<file path="src/rtl/cdb_arbiter.sv">
// Round-robin CDB arbiter: request sampled in cycle t, broadcast and read pulse in t+1; a granted FU is masked until its valid drops.
// Optional contention counter enabled by CDB_ARB_STATS_EN; otherwise conflict_count_out is tied to zero.
module cdb_arbiter #(
   parameter int NUM_REQ      = 4,
   parameter int DATA_WIDTH   = 32,
   parameter int ROB_IX_WIDTH = 3,
   parameter int CNT_WIDTH    = 16
) (
   input  logic                            clk_in,
   input  logic                            rst_in,
   input  logic [NUM_REQ-1:0]              req_valid_in,
   input  logic [NUM_REQ*ROB_IX_WIDTH-1:0] req_rob_ix_in,
   input  logic [NUM_REQ*DATA_WIDTH-1:0]   req_value_in,
   input  logic [NUM_REQ*DATA_WIDTH-1:0]   req_dest_in,
   output logic [NUM_REQ-1:0]              read_out,
   output logic                            cdb_valid_out,
   output logic [ROB_IX_WIDTH-1:0]         cdb_rob_ix_out,
   output logic [DATA_WIDTH-1:0]           cdb_value_out,
   output logic [DATA_WIDTH-1:0]           cdb_dest_out,
   output logic [CNT_WIDTH-1:0]            conflict_count_out
);

   localparam int               PTR_W   = $clog2(NUM_REQ);
   localparam logic [PTR_W:0]   NREQ_W  = (PTR_W+1)'(NUM_REQ);
   localparam logic [PTR_W-1:0] LAST_IX = PTR_W'(NUM_REQ-1);

   logic [PTR_W-1:0]        rr_ptr;
   logic [PTR_W-1:0]        grant_ix;
   logic [PTR_W-1:0]        grant_nxt_ptr;
   logic [PTR_W:0]          scan;
   logic                    grant_any;
   logic [NUM_REQ-1:0]      elig;
   logic [NUM_REQ-1:0]      grant_oh;
   logic [ROB_IX_WIDTH-1:0] rob_a   [NUM_REQ];
   logic [DATA_WIDTH-1:0]   value_a [NUM_REQ];
   logic [DATA_WIDTH-1:0]   dest_a  [NUM_REQ];

   genvar gi;
   generate
      for (gi = 0; gi < NUM_REQ; gi++) begin : g_unpack
         assign rob_a[gi]   = req_rob_ix_in[gi*ROB_IX_WIDTH +: ROB_IX_WIDTH];
         assign value_a[gi] = req_value_in[gi*DATA_WIDTH +: DATA_WIDTH];
         assign dest_a[gi]  = req_dest_in[gi*DATA_WIDTH +: DATA_WIDTH];
      end
   endgenerate

   // A requester granted last edge still shows valid this cycle; mask it so it is not broadcast twice.
   assign elig = req_valid_in & ~read_out;

   always_comb begin
      scan      = '0;
      grant_any = 1'b0;
      grant_ix  = '0;
      for (int k = 0; k < NUM_REQ; k++) begin
         scan = {1'b0, rr_ptr} + (PTR_W+1)'(k);
         if (scan >= NREQ_W) scan = scan - NREQ_W;
         if (!grant_any && elig[scan[PTR_W-1:0]]) begin
            grant_any = 1'b1;
            grant_ix  = scan[PTR_W-1:0];
         end
      end
   end

   always_comb begin
      grant_oh = '0;
      if (grant_any) grant_oh[grant_ix] = 1'b1;
   end

   assign grant_nxt_ptr = (grant_ix == LAST_IX) ? '0 : grant_ix + PTR_W'(1);

   always_ff @(posedge clk_in) begin
      if (rst_in) begin
         cdb_valid_out  <= 1'b0;
         cdb_rob_ix_out <= '0;
         cdb_value_out  <= '0;
         cdb_dest_out   <= '0;
         read_out       <= '0;
         rr_ptr         <= '0;
      end else begin
         cdb_valid_out <= grant_any;
         read_out      <= grant_oh;
         if (grant_any) begin
            rr_ptr         <= grant_nxt_ptr;
            cdb_rob_ix_out <= rob_a[grant_ix];
            cdb_value_out  <= value_a[grant_ix];
            cdb_dest_out   <= dest_a[grant_ix];
         end
      end
   end

`ifdef CDB_ARB_STATS_EN
   logic multi_elig;
   logic seen_elig;

   always_comb begin
      seen_elig  = 1'b0;
      multi_elig = 1'b0;
      for (int i = 0; i < NUM_REQ; i++) begin
         if (elig[i]) begin
            if (seen_elig) multi_elig = 1'b1;
            seen_elig = 1'b1;
         end
      end
   end

   always_ff @(posedge clk_in) begin
      if (rst_in)
         conflict_count_out <= '0;
      else if (multi_elig && conflict_count_out != {CNT_WIDTH{1'b1}})
         conflict_count_out <= conflict_count_out + CNT_WIDTH'(1);
   end
`else
   assign conflict_count_out = '0;
`endif

endmodule

</file>
<file path="config.mk">
export PLATFORM = sky130hd
export DESIGN_NAME = cdb_arbiter
export DESIGN_NICKNAME = d
export VERILOG_FILES = /design/src/rtl/cdb_arbiter.sv
export SDC_FILE = /design/constraint.sdc
export NUM_CORES = 1
export LEC_CHECK = 0
export CAP_MARGIN = 40
export CORE_AREA = 2 2 141 143
export DETAILED_ROUTE_END_ITERATION = 6
export DIE_AREA = 0 0 143 145
export HOLD_SLACK_MARGIN = 0.03
export PLACE_DENSITY = 0.75
export SYNTH_ARGS = -nofsm -noshare
export SYNTH_HDL_FRONTEND = slang
export SYNTH_SLANG_ARGS = --single-unit
</file>
<file path="constraint.sdc">
create_clock -name clk_in -period 2.4 [get_ports clk_in]
set_clock_uncertainty 0.05 [all_clocks]
set_input_delay 0.48 -clock clk_in [delete_from_list [all_inputs] [get_ports clk_in]]
set_output_delay 0.48 -clock clk_in [all_outputs]
set_load 0.01 [all_outputs]
</file>
==> impl_results.md, run 1 <==
- Run status: completed
- Slowest CP cell: clkdlybuf4s50_1
- #FFs+latches synth: 74
- Final worst path period share: 97.0%
- Period minus WS final: 2.33 ns
- Post-route setup slack: a little over 0.07 ns
- RePlAce Congestion: 0.870
- Row Count: slightly above 50
- Cell breakdown of the critical path: clkdlybuf4s50_1 > or3b_4 > a21oi_4 > buf_4 > buf_12 > nor3_1 > mux2i_1 > a32o_1
- Layout Nets: about 1,200
- Worst Hold Class: flop to flop
- Syn Inst Count: 580
- Worst-path clk slew: 0.06 ns
- Worst-path fanout max: 44
- Sw Share: 38.1%
- DRC: 0
- RSZ-0062 raised after global routing: false
- Flop pwr share: 21.7%
- Dpl ws: -0.306 ns
- Worst r2r path cells: 7
- Hold Path End: cdb_dest_out[11]
- Pin count of the biggest net entering global routing: 45
- Final setup viols: 0
- Internal: a little under 6 mW
- Core area: around 19,000 µm²
- Setup slack, reg-to-reg: roughly 0.35 ns
- LEAKAGE: 3.65 nW
- Core Util, Final: 49.3%
- Yosys warns: 0
- Reg-to-Reg Start: rr_ptr[0]
- Initial Utilization: 26.3%
- Power Dens Cells: 1020 nW/µm²
- Chip width: roughly 140 µm
- Critical Path Source Type: input port
- WL/cell: 18.3 µm
- Tot GR Track Use: around a fifth
- Detailed placer's ending HPWL: 16.8 mm
- Maximum vdd drop: 0.527 mV
- Endpoints failing hold: 0
- Die ar.: 20,700 µm²
- Final ANT Viol Nets: 0
- Vias in the first global route: 5,991
- Synth Area per Inst: 8.71 µm²
- Port bufs: between 300 and 400
- NetSw: 3.66 mW
- Cell area after layout: 9470 µm²
- Final non-filler cell total: roughly 1,200
- Fin. max-slew vios: 0
- CP Class: input port to flop
- Min Hold Slack: 0.413 ns
- Worst endpoint required time: 2.64 ns
- Max Freq: 429 MHz
- CP endpoint kind: flop
- Top cells by area, synth: dfxtp_1, mux2i_1, o221ai_1
- Initial DRC count: 226
- CTS Buf Count: 9
- CTS max path bufs: 2
- Vias per cell: 4.98
- Area leader, netlist: dfxtp_1
- H-Tree Depth: 3
- Reg-to-reg endpoint: cdb_dest_out[4]
- # placed instances: ~1,200
- Routed WL: 21.8 mm
- DR pass1 iterations: 4
- Logic pwr share: 61.5%
- Max-cap violations: 0
- Clock power frac: 16.8%
- Crit-path max cell delay: 0.48 ns
- Share of layout cells above drive strength 1: 8.67%
- CTS sink count: 74
- Synthesized area: 5050 µm²
- CTS tree: built
- Synth top area share: roughly 30%
- Die Y: 145 µm
- Post-synth cell types: 35
- Total global routing overflow: 0
- Layout area overhead: 87.4%
- Worst endpoint data arrival time: ~2.6 ns
- Hold depth: 2
- Diode count: 0
- First-pass GRT wire length: 32.6 mm
- Antenna violations before repair: 0
- Vias: 5,918
- I/O pin count: 362
- DP Area: a little over 9000 µm²
- Clk Latency, worst-skew pair: 0.34 ns
- Worst hold start: cdb_dest_out[11]
- CTS root buf: clkbuf_16
- Seq/Total Area, Yosys: 29.3%
## state kept, by name, summed over array words and instances, names as in the netlist
register / count
cdb_dest_out: 32
cdb_rob_ix_out: 3
cdb_valid_out: 1
cdb_value_out: 32
read_out: 4
rr_ptr: 2
## synth_stat cells, drive strengths merged
cell and instances:
o211ai 37, and3 4, a311oi 1, nor2b 4, nand2 32, o221ai 67, o21ai 2, dfxtp 74
conb 1, and2 1, a211oi 1, or3b 1, nor2 5, clkbuf 19, a21oi 2, a21o 2
inv 42, a32o 37, ha 4, nor3b 1, buf 65, o32a 1, o22ai 1, a221oi 1
or4 1, mux2i 97, nor3 74, nand3b 1, nand2b 2
## final cells by class
class / instances / area, µm²
repair buffers: 396 / 4070
flip-flops and latches: 74 / 1480
inverters: 42 / 158
multi-input cells: 395 / 3080
clock inverters: 6 / 113
well taps: 265 / 332
fillers: 1764 / 9740
clock buffers: 10 / 239
## cells in the final DEF (no fill, tap or decap), types with 2 or more instances in the layout
cell / instances
inv_2: 2
buf_4: 32
o21ai_4: 2
nor2_1: 3
nand2_1: 32
o211ai_1: 37
clkbuf_16: 9
conb_1: 16
buf_12: 18
ha_1: 4
inv_1: 40
nor2b_2: 2
clkdlybuf4s50_1: 345
nor3_1: 74
dfxtp_1: 74
nor2b_1: 2
a32o_1: 37
and3_1: 4
bufinv_16: 3
a21o_1: 2
nor2_4: 2
o221ai_1: 67
mux2i_1: 97
nand2b_1: 2
## metal layers
metal	up-vias	track usage [%]	part of all wire, %
li1	2890	-	-
met3	39	3.83	6.1
met4	0	8.22	2.9
met2	246	35.7	50
met1	2743	24.0	41
met5	-	0	0
## power groups by stage
stage | clock [mW] | combinational [mW] | sequential [mW]
global placement | 0 | 5.88 | 2.09
finish | 1.62 | 5.91 | 2.08
CTS | 1.67 | 5.95 | 2.08
floorplan | 0 | 2.82 | 2.31
global route | 1.71 | 6.34 | 2.15
detailed placement | 0 | 5.93 | 2.10
## metrics by stage
| step | total power, mW | setup TNS [ns] |
|---|---|---|
| floorplan | 5.13 | 0 |
| global placement | 7.97 | -13.83 |
| detailed placement | 8.03 | -16.68 |
| CTS | 9.70 | 0 |
| global route | 10.2 | 0 |
| finish | 9.61 | 0 |
## repair_timing
action                     4_1_cts  5_1_grt
hold buffers                     0        0
buffers inserted                 0        0
setup endpoints to repair        0       34
resized for setup                0        4
## how the worst max path moves through the flow
stage	start	end	slack, ns	depth (start not counted)
after global placement	req_valid_in[0]	cdb_dest_out[4]	-0.27	8
after floorplan	req_valid_in[3]	cdb_dest_out[16]	0.28	7
final	req_valid_in[0]	cdb_dest_out[4]	0.07	8
after detailed placement	req_valid_in[0]	cdb_value_out[22]	-0.31	8
after global routing	req_valid_in[0]	cdb_value_out[22]	0.01	8
after CTS	req_valid_in[0]	cdb_value_out[22]	0.05	8
## cells by family after synthesis
family	after synthesis	share of synthesized area [%]
other	1	0.0742
DFF	74	29.3
buffers and inverters	126	12.1
and+or+nand+nor	126	12.2
adders and majority gates	4	0.991
AOI/OAI and AO/OA	152	26.2
muxes	97	19.2
## critical path, delay by kind of cell
family	cells	cell delay, ns
buffers and inverters	3	0.93
multiplexers	1	0.23
AO/OA/AOI/OAI	2	0.40
AND/OR/NAND/NOR	2	0.50
(Power assumes the default switching activity.)
==> inputs of run 2 (changes only) <==
CORE_AREA = 4 4 139 141   (was 2 2 141 143)
PLACE_DENSITY = 0.78   (was 0.75)
==> impl_results.md, run 2 (synthesized netlist as in run 1, its figures left out) <==
- Run status: completed
- H-Tree Depth: 3
- Final worst path period share: 96.9%
- Diode count: 0
- CTS root buf: clkbuf_16
- Initial Utilization: 28.1%
- Vias: about 6,000
- LEAKAGE: 3.70 nW
- Worst Hold Class: flop to flop
- Sw Share: 38.2%
- Slowest CP cell: clkdlybuf4s50_1
- Detailed placer's ending HPWL: 17.7 mm
- Initial DRC count: about 430
- Layout area overhead: 88.7%
- Endpoints failing hold: 0
- Worst r2r path cells: 7
- CTS sink count: 74
- CTS Buf Count: 9
- Final ANT Viol Nets: 0
- Fillers: about 1,600
- Worst endpoint data arrival time: 2.56 ns
- NetSw: 3.72 mW
- Critical Path Source: req_valid_in[3]
- Chip width: 143 µm
- Commonest non-fill, non-tap cell in the layout: clkdlybuf4s50_1
- Antenna violations before repair: 0
- Commonest non-fill, non-tap cells in the layout: clkdlybuf4s50_1, mux2i_1, nor3_1, dfxtp_1, o221ai_1
- Critical Path Source Type: input port
- Fin. max-slew vios: 0
- Row Count: 49
- Vias per cell: 5.24
- Period minus WS final: 2.32 ns
- Worst-path fanout max: 36
- I/O pin count: 362
- RePlAce Congestion: 0.864
- CP endpoint kind: flop
- Maximum vdd drop: ~0.52 mV
- Crit-path max cell delay: 0.42 ns
- DR pass1 iterations: 4
- Dpl ws: -0.348 ns
- CTS max path bufs: 2
- Post-route setup slack: 0.0750 ns
- Internal: 6.03 mW
- Worst setup endpoint: cdb_value_out[22]
- Die ar.: 20,700 µm²
- Die Y: about 150 µm
- Port bufs: 345
- Largest regs: cdb_dest_out (32), cdb_value_out (32), read_out (4)
- CTS tree: built
- Reg-to-Reg Start: read_out[0]
- Clock power frac: 15.8%
- Reg-to-reg endpoint: cdb_value_out[22]
- Clk Latency, worst-skew pair: 0.34 ns
- First-pass GRT wire length: about 34 mm
- Tot GR Track Use: 20.9%
- Flop pwr share: between 20 and 25%
- Cell breakdown of the critical path: clkdlybuf4s50_1 > nor2b_1 > buf_4 > a311oi_4 > buf_6 > buf_12 > nor3_1 > mux2i_1 > a32o_1
- CTS Hold Bufs: 0
- Max-cap violations: 0
- Share of layout cells above drive strength 1: under 10%
- Vias in the first global route: 6,170
- WL/cell: 19.5 µm
- Max Freq: ~430 MHz
- Worst-path clk slew: 0.06 ns
- CP Class: input port to flop
- Routed WL: 22.5 mm
- Pin count of the biggest net entering global routing: 38
- Logic pwr share: a little over three fifths
- Layout Nets: 1,202
- Worst endpoint required time: 2.63 ns
- DRC: 0
- Core area: 18,000 µm²
- Final Total Pwr: a little under 10 mW
- Setup slack, reg-to-reg: between 0.3 and 0.4 ns
- Total global routing overflow: 0
- Final setup viols: 0
- Power Dens Cells: 1020 nW/µm²
-- run 2: layout make-up --
| class | instances | area, µm² | area share [%] |
|---|---|---|---|
| Inverter | 42 | 158 | 1.65 |
| Timing Repair Buffer | 402 | 4190 | 43.9 |
| Sequential cell | 74 | 1480 | 15.5 |
| Clock inverter | 5 | 85.1 | 0.893 |
| Tap cell | 229 | 287 | 3.01 |
| Multi-Input combinational cell | 395 | 3080 | 32.4 |
| Clock buffer | 11 | 253 | 2.65 |
-- run 2: power groups by stage --
stage / clock network, mW / registers, mW / logic (mW)
2_1_floorplan: 0 / 2.31 / 2.82
3_3_place_gp: 0 / 2.12 / 6.02
3_5_place_dp: 0 / 2.12 / 6.12
4_1_cts: 1.58 / 2.10 / 6.14
5_1_grt: 1.62 / 2.17 / 6.54
6_report: 1.54 / 2.10 / 6.10
-- run 2: worst max-delay path, delay by kind of cell --
family | cells | cell delay [ns]
compound gates | 2 | 0.63
simple gates | 2 | 0.21
buf+inv | 4 | 0.96
mux | 1 | 0.25
-- run 2: routing by layer --
| metal | track usage, % | share of wire [%] | wire [µm] | up-vias |
|---|---|---|---|---|
| met4 | 8.65 | 3.0 | 675 | 0 |
| met5 | 0 | 0 | 0 | - |
| met2 | 35.7 | 51 | 11400 | 285 |
| met1 | 25.0 | 39 | 8720 | 2835 |
| li1 | - | - | - | 2900 |
| met3 | 4.64 | 7.7 | 1730 | 43 |
-- run 2: what timing repair did --
item                                    CTS  global route
resized for setup                         0             5
endpoints found under the setup margin    0            43
setup buffers                             0             1
-- run 2: worst min path at each step --
stage                       from                 to  cells after the start
2_1_floorplan    cdb_dest_out[0]    cdb_dest_out[0]                      2
3_3_place_gp   cdb_value_out[31]  cdb_value_out[31]                      2
3_5_place_dp    cdb_value_out[7]   cdb_value_out[7]                      2
4_1_cts          cdb_dest_out[9]    cdb_dest_out[9]                      1
5_1_grt         cdb_dest_out[31]   cdb_dest_out[31]                      1
6_report       cdb_value_out[31]  cdb_value_out[31]                      2
-- run 2: per-stage QoR --
stage,util (%),instance area (µm²),hold slack [ns],instances,TNS [ns]
after global routing,53.1,9530,0.426,1158,-0.00465
after detailed placement,51.1,9170,0.401,1141,-16.21
after CTS,52.9,9510,0.420,1157,0
final,53.1,9530,0.412,1158,0
after floorplan,-,5110,0.447,595,0
after global placement,51.1,9170,0.391,1141,-13.99
